### src/rtl/doom_pkg.sv
// Shared encodings for the camera sequencer: state codes, one-hot views,
// request codes and the small decode helpers used by the top-level FSM.
package doom_pkg;

  localparam logic [2:0] ST_FWD   = 3'd0;
  localparam logic [2:0] ST_LEFT  = 3'd1;
  localparam logic [2:0] ST_RIGHT = 3'd2;
  localparam logic [2:0] ST_F2L   = 3'd3;
  localparam logic [2:0] ST_L2F   = 3'd4;
  localparam logic [2:0] ST_F2R   = 3'd5;
  localparam logic [2:0] ST_R2F   = 3'd6;

  localparam logic [2:0] VIEW_FWD   = 3'b001;
  localparam logic [2:0] VIEW_LEFT  = 3'b010;
  localparam logic [2:0] VIEW_RIGHT = 3'b100;

  typedef enum logic [2:0] {
    S_FWD   = ST_FWD,
    S_LEFT  = ST_LEFT,
    S_RIGHT = ST_RIGHT,
    S_F2L   = ST_F2L,
    S_L2F   = ST_L2F,
    S_F2R   = ST_F2R,
    S_R2F   = ST_R2F
  } state_t;

  typedef enum logic [1:0] {
    REQ_NONE = 2'd0,
    REQ_L    = 2'd1,
    REQ_R    = 2'd2,
    REQ_U    = 2'd3
  } req_t;

  // Recentre wins outright; simultaneous left+right cancel each other.
  function automatic req_t resolve_req(input logic l, input logic r, input logic u);
    req_t q;
    q = REQ_NONE;
    if (u)            q = REQ_U;
    else if (l && !r) q = REQ_L;
    else if (r && !l) q = REQ_R;
    return q;
  endfunction

  function automatic state_t rest_next(input state_t s, input req_t q);
    state_t n;
    n = s;
    case (s)
      S_FWD:   if (q == REQ_L) n = S_F2L; else if (q == REQ_R) n = S_F2R;
      S_LEFT:  if (q == REQ_R || q == REQ_U) n = S_L2F;
      S_RIGHT: if (q == REQ_L || q == REQ_U) n = S_R2F;
      default: n = s;
    endcase
    return n;
  endfunction

  function automatic state_t dest_of(input state_t s);
    state_t n;
    case (s)
      S_F2L:   n = S_LEFT;
      S_F2R:   n = S_RIGHT;
      S_L2F,
      S_R2F:   n = S_FWD;
      default: n = s;
    endcase
    return n;
  endfunction

  // Source view: a transition keeps showing where it started from.
  function automatic logic [2:0] view_of(input state_t s);
    logic [2:0] v;
    case (s)
      S_LEFT, S_L2F:  v = VIEW_LEFT;
      S_RIGHT, S_R2F: v = VIEW_RIGHT;
      default:        v = VIEW_FWD;
    endcase
    return v;
  endfunction

  function automatic logic is_turn(input state_t s);
    return (s == S_F2L) || (s == S_L2F) || (s == S_F2R) || (s == S_R2F);
  endfunction

endpackage

### src/rtl/btn_edge.sv
// Registered rising-edge detector: press is high for the one cycle in which
// level is high and its registered previous value is low.
module btn_edge (
  input  logic clk,
  input  logic rst_n,
  input  logic level,
  output logic press
);

  logic prev_q;

  always_ff @(posedge clk or negedge rst_n) begin
    if (!rst_n) prev_q <= 1'b0;
    else        prev_q <= level;
  end

  assign press = level & ~prev_q;

endmodule

### src/rtl/camera_sequencer.sv
// Camera view sequencer: rest views FWD/LEFT/RIGHT joined by timed turn states.
// Define CAMERA_SEQ_TURN_QUEUE_EN to keep one press made during a turn.
module camera_sequencer
  import doom_pkg::*;
#(
  parameter int TURN_CYCLES = 4,
  parameter int PHASE_W     = 8
) (
  input  logic               ClkPort,
  input  logic               Reset,
  input  logic               BtnL,
  input  logic               BtnR,
  input  logic               BtnU,
  output logic [2:0]         camera_view,
  output logic               turning,
  output logic [PHASE_W-1:0] turn_phase,
  output logic [2:0]         turn_target,
  output logic [2:0]         dbg_state
);

  logic press_l, press_r, press_u;

  btn_edge u_edge_l (.clk(ClkPort), .rst_n(Reset), .level(BtnL), .press(press_l));
  btn_edge u_edge_r (.clk(ClkPort), .rst_n(Reset), .level(BtnR), .press(press_r));
  btn_edge u_edge_u (.clk(ClkPort), .rst_n(Reset), .level(BtnU), .press(press_u));

  state_t             state_q, state_d;
  logic [PHASE_W-1:0] phase_q, phase_d;
  req_t               live_req, eval_req;
  logic               last_phase;

  assign live_req   = resolve_req(press_l, press_r, press_u);
  assign last_phase = (phase_q == PHASE_W'(TURN_CYCLES - 1));

`ifdef CAMERA_SEQ_TURN_QUEUE_EN
  logic pend_valid_q, pend_valid_d;
  req_t pend_req_q, pend_req_d;

  always_ff @(posedge ClkPort or negedge Reset) begin
    if (!Reset) begin
      pend_valid_q <= 1'b0;
      pend_req_q   <= REQ_NONE;
    end else begin
      pend_valid_q <= pend_valid_d;
      pend_req_q   <= pend_req_d;
    end
  end

  // A stored press outranks a fresh one in the first rest cycle.
  assign eval_req = pend_valid_q ? pend_req_q : live_req;
`else
  assign eval_req = live_req;
`endif

  always_ff @(posedge ClkPort or negedge Reset) begin
    if (!Reset) begin
      state_q <= S_FWD;
      phase_q <= '0;
    end else begin
      state_q <= state_d;
      phase_q <= phase_d;
    end
  end

  always_comb begin
    state_d = state_q;
    phase_d = phase_q;
`ifdef CAMERA_SEQ_TURN_QUEUE_EN
    pend_valid_d = pend_valid_q;
    pend_req_d   = pend_req_q;
`endif
    if (is_turn(state_q)) begin
      if (last_phase) begin
        phase_d = '0;
        state_d = dest_of(state_q);
      end else begin
        phase_d = phase_q + PHASE_W'(1);
      end
`ifdef CAMERA_SEQ_TURN_QUEUE_EN
      if (!pend_valid_q && live_req != REQ_NONE) begin
        pend_valid_d = 1'b1;
        pend_req_d   = live_req;
      end
`endif
    end else begin
      phase_d = '0;
      state_d = rest_next(state_q, eval_req);
`ifdef CAMERA_SEQ_TURN_QUEUE_EN
      pend_valid_d = 1'b0;
      pend_req_d   = REQ_NONE;
`endif
    end
  end

  assign camera_view = view_of(state_q);
  assign turning     = is_turn(state_q);
  assign turn_phase  = phase_q;
  assign turn_target = view_of(is_turn(state_q) ? dest_of(state_q) : state_q);
  assign dbg_state   = state_q;

endmodule

### config.mk
export PLATFORM = sky130hd
export DESIGN_NAME = camera_sequencer
export DESIGN_NICKNAME = d
export VERILOG_FILES = /design/src/rtl/doom_pkg.sv /design/src/rtl/btn_edge.sv /design/src/rtl/camera_sequencer.sv
export SDC_FILE = /design/constraint.sdc
export NUM_CORES = 1
export LEC_CHECK = 0
export BUFFER_PORTS_ARGS = -buffer_cell sky130_fd_sc_hd__buf_4
export CORE_ASPECT_RATIO = 1.25
export CORE_MARGIN = 2
export CORE_UTILIZATION = 45
export DETAILED_ROUTE_END_ITERATION = 7
export PLACE_DENSITY = 0.81
export SYNTH_ARGS = -nofsm -noshare
export SYNTH_HDL_FRONTEND = slang
export SYNTH_SLANG_ARGS = --single-unit
### constraint.sdc
create_clock -name ClkPort -period 4.3 [get_ports ClkPort]
set_clock_uncertainty 0.05 [all_clocks]
set_input_delay 0.215 -clock ClkPort [delete_from_list [all_inputs] [get_ports ClkPort]]
set_output_delay 0.215 -clock ClkPort [all_outputs]
set_load 0.05 [all_outputs]
* Word-level counts from Yosys, hierarchy flattened *
Cells that the tools add are included.

storage, ports and cells
  flip-flop bits (word level) = 14
  input bits = 5
  output and inout port bits = 18
  logic and storage cells = 63

operators by class
  add/sub/neg operators = 1
  equality and inequality tests = 18
  muxes and demuxes = 16
  bitwise operators = 6
  reductions and logical operators = 17

operators by type and width
  kind                 count
  $mux 3               7
  $pmux 3 s3           2
  $mux 8               2
  $eq 3x3->1 const B   5
  $pmux 3 s2           2
  $reduce_or 2->1      5
  $eq 3x2->1 const B   3
  $add 8x1->8 const B  1
  $eq 8x2->1 const B   1
  $eq 3x1->1 const B   2
  $mux 2               3
  $ne 3x3->1 const B   2
  $logic_or 1x1->1     5
  $reduce_and 5->1     1
  $eq 2x2->1 const B   2
  $ne 4x4->1 const B   1
  $reduce_bool 4->1    1
  $and 1x1->1          3
  $logic_not 3->1      1
  $not 1->1            3
  $eq 2x1->1 const B   1
  $logic_and 1x1->1    2
  $logic_not 1->1      2
  $ne 2x1->1 const B   1

* Logic depth before layout (Yosys ltp) *
Gate-level depths: netlist of the first run.

  depth after elaboration = 12
  depth in mapped cells = 9
  depth with buffers taken out = 9

* Cells and area by module *
From an unflattened synthesis of the first run, not the netlist that was laid out.

unflattened totals
  cell total of the unflattened synthesis = 83
  area total of the unflattened synthesis = 788.3 µm²

by module, submodules not included
  module            instances  cells an instance  area an instance (µm²)  sequential area each (µm²)
  camera_sequencer  1          77                 671.9                   275.3
  btn_edge          3          2                  38.8                    25.0

* Least setup slack after synthesis of the first run *
Ideal clock, no wire load.

  path type = register to output
  start point = reg state_q[2] (netlist: dbg_state[2])
  end point = out camera_view[0]
  arrival = 2.353 ns
  required time = 4.035 ns
  slack = 1.682 ns
  stages on the path, launching flop included = 5
  path buffers = 1
  path through = dfrtp_1 > buf_6 > or2b_1 > a21oi_1 > nor2_1

between the ends
  word-level cells in the longest chain between the ends = 3
  elaborated cells between the ends (all ways) = 7
  those cells by class = eq/ne (4); mux (1); reduce/logical (2)

RTL lines
  item                                      line                    RTL
  start, declared                           camera_sequencer.sv:27  state_t state_q, state_d;
  start signal, assigned                    camera_sequencer.sv:60  state_q <= state_d;
  $eq 3x3->1, or another cell as far along  doom_pkg.sv:71          case (s)
  $reduce_or 2->1                           doom_pkg.sv:71
  $pmux 3 s2 (*)                            doom_pkg.sv:71
  end, declared                             camera_sequencer.sv:14  output logic [2:0] camera_view,

Mark *: on every way between the ends. The rest lies on a longest branch, timed or not.

* Worst setup path after layout of the first run *
  start point = in BtnL
  end point = reg state_q[2] (netlist: dbg_state[2])

between the ends
  word-level cells in the longest chain between the ends = 10
  elaborated cells between the ends (all ways) = 19
  those cells by class = eq/ne (6); mux (6); bitwise (1); reduce/logical (6)

RTL lines
  item                                               line                            RTL
  start, declared                                    camera_sequencer.sv:11          input logic BtnL,
  $and 1x1->1 (*)                                    btn_edge.sv:17                  assign press = level & ~prev_q;
  $logic_not 1->1                                    doom_pkg.sv:40                  else if (r && !l) q = REQ_R;
  $logic_and 1x1->1                                  doom_pkg.sv:40
  $mux 2                                             doom_pkg.sv:40
  $mux 2 (*)                                         doom_pkg.sv:39                  else if (l && !r) q = REQ_L;
  $mux 2 (*)                                         doom_pkg.sv:38                  if (u) q = REQ_U;
  $eq 2x1->1, or another cell as far along           doom_pkg.sv:48, doom_pkg.sv:50
  $mux 3, or another cell as far along               doom_pkg.sv:48                  S_FWD: if (q == REQ_L) n = S_F2L; else if (q == REQ_R) n = S_F2R;
  $pmux 3 s3 / $ne 3x3->1 (equally long branches)    n/a
  $mux 3 / $reduce_and 5->1 (equally long branches)  n/a

Marks and branches as above.
A chain may end at the register's enable or synchronous reset.

==> summary.md, run 1 <==
| Metric | Value |
|---|---|
| CTS clock-pin slew for the worst setup and hold paths | about 0.09 ns |
| Synth Instances | 83 |
| Height of the chip | 51.2 um |
| Final hold vios | 0 |
| Port buffer count | 22 |
| Post_cts resized | 0 |
| Total wire length | approximately 1.6 mm |
| DR iter-0 viols | 4 |
| Die X | roughly 42 um |
| Arrival time at the worst endpoint | 2.24 ns |
| Antenna violations before repair | 0 |
| Root buf cell | clkbuf_4 |
| Final ANT Viol Nets | 0 |
| Crit path max fanout | 2 |
| Setup crit start kind | input port |
| FMAX | 0.474 GHz |
| GRT met3 Usage | between 7 and 8% |
| Ranking of synthesized cells by area | dfrtp_1, nor2_1, xor2_1 |
| Avg WL per Cell | around 12 um |
| Crit share post-route | 49.1% |
| Layout Nets | about 120 |
| Post-synthesis register bit count | 14 |
| Via count | about 660 |
| Min-Delay Path Class | in -> async |
| Share of post-route cells with drive strength above 1 | between 20% and 30% |
| Final worst path period need | 2.11 ns |
| Final RePlAce weighted congestion | about 0.86 |
| Worst vdd ir | around 0.34 mV |
| GR Util met1 | 19.1% |
| WP data required | between 4 and 5 ns |
| Max-slew headroom | 42.3% |
| Clk sinks | 14 |
| GR Overflow Total | 0 |
| Synth top cells by count | dfrtp_1, nor2_1, inv_1, nand3_1, xor2_1 |
| Sequential area share after synthesis | roughly 44% |
| Cells after DPL | between 100 and 150 |
| Worst Setup SP | BtnL |
| Core area | ~0.0017 mm^2 |
| TNS Setup | 0 ns |
| Leakage | between 0.5 and 0.6 nW |
| Fraction of registers with async set/reset | 100% |
| Critical path class | in -> reg |
| Dpl hpwl | around 1.2 mm |
| Synth Cell Area | 803 um^2 |
| Post-synth EDFFs | 0 |
| Max H-tree Level | 1 |
| Final Non-Filler Cells | ~130 |
| Status | complete, no violations |
| Ant. Diodes | 0 |
| Fillcell total | ~150 |
| Post-synth top area share | 43.6% |
| Largest net degree at the start of global routing | 15 |
| Routed vias/inst | roughly 5.2 |
| Detailed-route DRC error count | 0 |
| Reg-to-reg setup timing slack | ~2.3 ns |
| GRT met2 Usage | about 28% |
| Clock latency on the worst-skew pair | around 0.28 ns |
| Synth Net Count | about 90 |
| Max_cap viols | 0 |
| GRT Util Overall | 16.5% |
| R2R depth | 4 |
| Synth warnings | 0 |
| Reg-to-reg critical path endpoint | dbg_state[0] |
| Vias in the first global route | between 500 and 600 |
| Dominant cell by count in the synthesized netlist | dfrtp_1 |
| Worst Tran Pin Value | between 0.8 and 0.9 ns |
| Power Density | around 800 mW/mm^2 |
| Io pins | 23 |
| Unique masters post-synth | 30 |
| Post-synth top flop | dfrtp_1 |
| CTS tree | built |
| GR peak layer | met2 |
| Max clock buf depth | 2 |
| Initial Utilization | ~47% |
| Synth area leader | dfrtp_1 |
| Global-route wire length before repair | 2.64 mm |
| CTS buffer count | 3 |
| Crit. End Element | flip-flop |
| # setup viols final | 0 |
| Die ar. | ~0.0021 mm^2 |
| RSZ-0062 raised after global routing | false |
| Area grow syn2layout | 28.7% |
| Slew Limit Fails | 0 |
| Mean post-synth cell area | between 9 and 10 um^2 |
| Number of detailed-route iterations in the first pass | 4 |
| R2R Path Start | dbg_state[1] |
| Row cnt | 17 |
==> repair_timing <==
action / in CTS / in global routing
setup endpoints to repair: 0 / 0
endpoints found under the hold margin: 17 / 0
buffers inserted: 0 / 0
hold buffers: 4 / 0
==> cell type report <==
class | instances | area (um^2) | share of cell area [%]
multi-input cells | 60 | 399 | 38.6
well taps | 19 | 23.8 | 2.30
repair buffers | 26 | 205 | 19.9
flip-flops and latches | 14 | 350 | 33.9
inverters | 5 | 18.8 | 1.82
clock buffers | 4 | 36.3 | 3.51
==> flip-flops by register name, summed over array words and instances, names as in the netlist <==
register	flops
u_edge_r.prev_q	1
u_edge_u.prev_q	1
u_edge_l.prev_q	1
dbg_state	3
turn_phase	8
==> critical path: stages <==
cell,delay (ns)
dlygate4sd3_1,0.52
buf_4,0.10
nor2b_1,0.17
nor2_1,0.05
or2_2,0.28
ha_1,0.18
nor3b_1,0.30
o32ai_1,0.15
mux2_4,0.28
==> worst max path at each step <==
stage / endpoint / cells past startpoint
floorplan: camera_view[0] / 4
CTS: dbg_state[2] / 9
global route: dbg_state[2] / 11
global placement: dbg_state[0] / 4
detailed placement: dbg_state[0] / 4
finish: dbg_state[2] / 9
==> layout by cell type (no fill, tap or decap) <==
cell / instances
a211oi_2: 1
a21boi_0: 1
a21oi_1: 3
and2_1: 1
and3_1: 2
and3b_1: 1
buf_4: 22
clkbuf_4: 3
clkbuf_8: 1
dfrtp_1: 14
dlygate4sd3_1: 4
ha_1: 3
inv_1: 5
mux2_4: 1
mux2i_1: 1
nand2_1: 3
nand2_2: 1
nand2b_1: 2
nand3_1: 5
nor2_1: 12
nor2b_1: 4
nor3_1: 3
nor3b_1: 1
nor4b_2: 1
o21ai_0: 1
o2bb2ai_1: 2
o32ai_1: 1
or2_2: 2
or2b_1: 2
xnor2_1: 1
xor2_1: 5
==> where the power goes <==
part,total [mW],leakage (nW),switching (mW),internal (mW)
Sequential,0.208,0.182,0.0516,0.156
Clock,0.0936,0.0210,0.0421,0.0515
Combinational,0.527,0.325,0.353,0.175
==> layer usage <==
metal	up-vias	wire length, um
met4	0	12
li1	328	-
met3	2	70
met2	14	800
met5	-	0
met1	317	674
==> kinds of logic after synthesis <==
logic type,share of synthesized area [%]
xor+xnor,6.54
compound gates,8.26
flops,43.6
buf+inv,6.70
simple gates,27.1
fa+ha+maj,4.67
mux,3.11
==> through the flow <==
step	setup slack [ns]	power, mW	hold slack, ns	util (%)	instance area, um^2
global route	2.07	0.880	0.273	60.0	1030
CTS	2.19	0.833	0.250	60.0	1030
global placement	2.38	0.725	0.0207	55.6	957
finish	2.19	0.828	0.257	60.0	1030
detailed placement	2.31	0.735	0.0217	55.6	957
floorplan	1.68	0.624	-0.131	-	803
Power figures use the tool's default switching activity.
==> run 2: changes to the inputs <==
==> constraint.sdc (replaced) <==
create_clock -name ClkPort -period 2.1 [get_ports ClkPort]
set_clock_uncertainty 0.05 [all_clocks]
set_input_delay 0.105 -clock ClkPort [delete_from_list [all_inputs] [get_ports ClkPort]]
set_output_delay 0.105 -clock ClkPort [all_outputs]
set_load 0.05 [all_outputs]
==> summary.md, run 2 (synthesized netlist as in run 1, its figures left out) <==
| Metric | Value |
|---|---|
| Status | complete, no violations |
| GRT Util Overall | 15.9% (-0.59 points) |
| Post-CTS Setup Bufs | 0 (unchanged) |
| Area occupied by multi-input gates | 403 um^2 (+0.94%) |
| Worst Setup SP | BtnL |
| Routed vias/inst | 4.93 (-4.5%) |
| Post_cts resized | 0 (unchanged) |
| RSZ-0062 raised after global routing | false |
| Worst Tran Pin Value | 0.488 ns (-0.378 ns) |
| Global-route wire length before repair | 2.50 mm (-5.2%) |
| Sequential standard cell area | 350 um^2 (unchanged) |
| Slew Limit Fails | 0 (unchanged) |
| Via count | 636 (-3.8%) |
| Setup crit start kind | input port |
| Vias in the first global route | 597 (+3.5%) |
| Row cnt | 17 (unchanged) |
| Final worst-path setup slack | 0.126 ns (-2.06 ns) |
| Max FFs per register | 8 (unchanged) |
| Area grow syn2layout | 29.3% |
| Share of post-route cells with drive strength above 1 | 30.9% (+1.6 points) |
| Io pins | 23 (unchanged) |
| WP data required | 2.28 ns (-2.15 ns) |
| Dpl hpwl | 1.08 mm (-6.7%) |
| Total wire length | 1.48 mm (-4.8%) |
| Avg WL per Cell | 11.5 um (-5.6%) |
| R2R Path Start | u_edge_l.prev_q |
| Final hold vios | 0 (unchanged) |
| Critical path class | in -> reg |
| Port buffer count | 22 (unchanged) |
| Crit. End Element | flip-flop |
| Clk sinks | 14 (unchanged) |
| Crit path max fanout | 3 (+1) |
| Max-slew headroom | 67.5% (+25 points) |
| Final worst path period need | just under 2 ns |
| Max H-tree Level | 1 (unchanged) |
| R2R depth | 7 (+3) |
| Max clock buf depth | 2 (unchanged) |
| Die ar. | 0.00214 mm^2 (unchanged) |
| Core area | 0.00172 mm^2 (unchanged) |
| Most common cell after layout, fill and taps aside | buf_4 |
| Detailed-route DRC error count | 0 (unchanged) |
| Fillcell total | 160 (+6.0%) |
| Clock latency on the worst-skew pair | 0.28 ns (about the same) |
| Arrival time at the worst endpoint | 2.15 ns (-0.09 ns) |
| Root buf cell | clkbuf_4 |
| DR iter-0 viols | 9 (+5) |
| CTS clock-pin slew for the worst setup and hold paths | 0.07 ns (-0.02 ns) |
| Crit share post-route | 94.0% |
| Ant. Diodes | 0 (unchanged) |
| # setup viols final | 0 (unchanged) |
| Final Power | 1.68 mW (+100%) |
| Critical path's slowest cell | dlygate4sd3_1 |
| Final RePlAce weighted congestion | 0.777 (-9.8%) |
| Layout Nets | 120 (+1.7%) |
| Initial Utilization | 46.6% (unchanged) |
| Power Density | 1620 mW/mm^2 (+100%) |
| Worst-path cell chain | dlygate4sd3_1, buf_4, nor2b_1, a21oi_1, inv_1, ha_1, nor2_1, nor2_1, o32ai_1, mux2_4 |
| Min-Delay Path Class | in -> async |
| Final ANT Viol Nets | 0 (unchanged) |
| Most used cell, CP | nor2_1 |
| Number of detailed-route iterations in the first pass | 4 (unchanged) |
| Reg-to-reg critical path endpoint | dbg_state[2] |
| Die X | 41.8 um (unchanged) |
| Max_cap viols | 0 (unchanged) |
| FMAX | just over 0.5 GHz |
| Max incr delay on CP | 0.55 ns (+0.03 ns) |
| Height of the chip | 51.2 um (unchanged) |
| Reg-to-reg setup timing slack | 0.27 ns (-2.00 ns) |
| GR Overflow Total | 0 (unchanged) |
| Commonest cells after routing, fill and taps aside | buf_4, dfrtp_1, nor2_1 |
| Worst vdd ir | 0.729 mV (+110%) |
| CTS buffer count | 3 (unchanged) |
| Leakage | 0.530 nW (+0.52%) |
| Hold buffer count at cts | 4 (unchanged) |
| CTS tree | built |
| Setup Slack @ Placement | 0.274 ns (-2.03 ns) |
| Largest net degree at the start of global routing | 15 (unchanged) |
| Antenna violations before repair | 0 (unchanged) |
[run 2: changes by cell type in the layout (fill, tap and decap cells not counted), sizes merged]
cell | before | now
buf | 22 | 24
clkbuf | 4 | 3
[run 2: layout make-up]
class / count / area share, %
Multi-Input combinational cell: 60 / 38.8
Sequential cell: 14 / 33.7
Timing Repair Buffer: 28 / 21.2
Tap cell: 19 / 2.29
Clock buffer: 3 / 2.17
Inverter: 5 / 1.81
[run 2: worst max path at each step]
stage                           endpoint  slack (ns)  cells after the start
after floorplan           camera_view[0]       -0.02                      4
after global placement      dbg_state[2]        0.34                      7
after detailed placement    dbg_state[2]        0.27                      7
after CTS                   dbg_state[2]        0.15                     10
after global routing        dbg_state[2]        0.02                     10
final                       dbg_state[2]        0.13                     10
[run 2: worst max-delay path: cells and delay by family]
kind | cells | cell delay (ns)
AO/OA/AOI/OAI | 2 | 0.48
AND/OR/NAND/NOR | 3 | 0.28
buffers and inverters | 3 | 0.76
adder cells (fa/ha/maj) | 1 | 0.33
multiplexers | 1 | 0.19
[run 2: through the flow]
stage	setup TNS [ns]	instances	util (%)	hold WS [ns]	instance area (um^2)
floorplan	-0.0216	83	-	-0.241	807
finish	0	129	60.3	0.151	1040
global placement	0	122	56.6	-0.0913	976
CTS	0	129	60.3	0.147	1040
detailed placement	0	122	56.6	-0.0879	976
global route	0	129	60.3	0.165	1040
[run 2: metal layers]
metal,track usage (%),vias up,wire length (um),part of all wire (%)
met3,6.71,4,74,5.0
met1,17.8,289,643,43
met5,0,-,0,0
li1,-,332,-,-
met2,26.6,11,738,50
met4,6.45,0,25,1.7
[run 2: power breakdown]
| group | switching, mW | leakage, nW | total [mW] | internal, mW |
|---|---|---|---|---|
| combinational | 0.747 | 0.335 | 1.14 | 0.388 |
| sequential | 0.0831 | 0.182 | 0.403 | 0.320 |
| clock | 0.0787 | 0.0138 | 0.145 | 0.0666 |
| total | 0.909 | 0.530 | 1.68 | 0.774 |
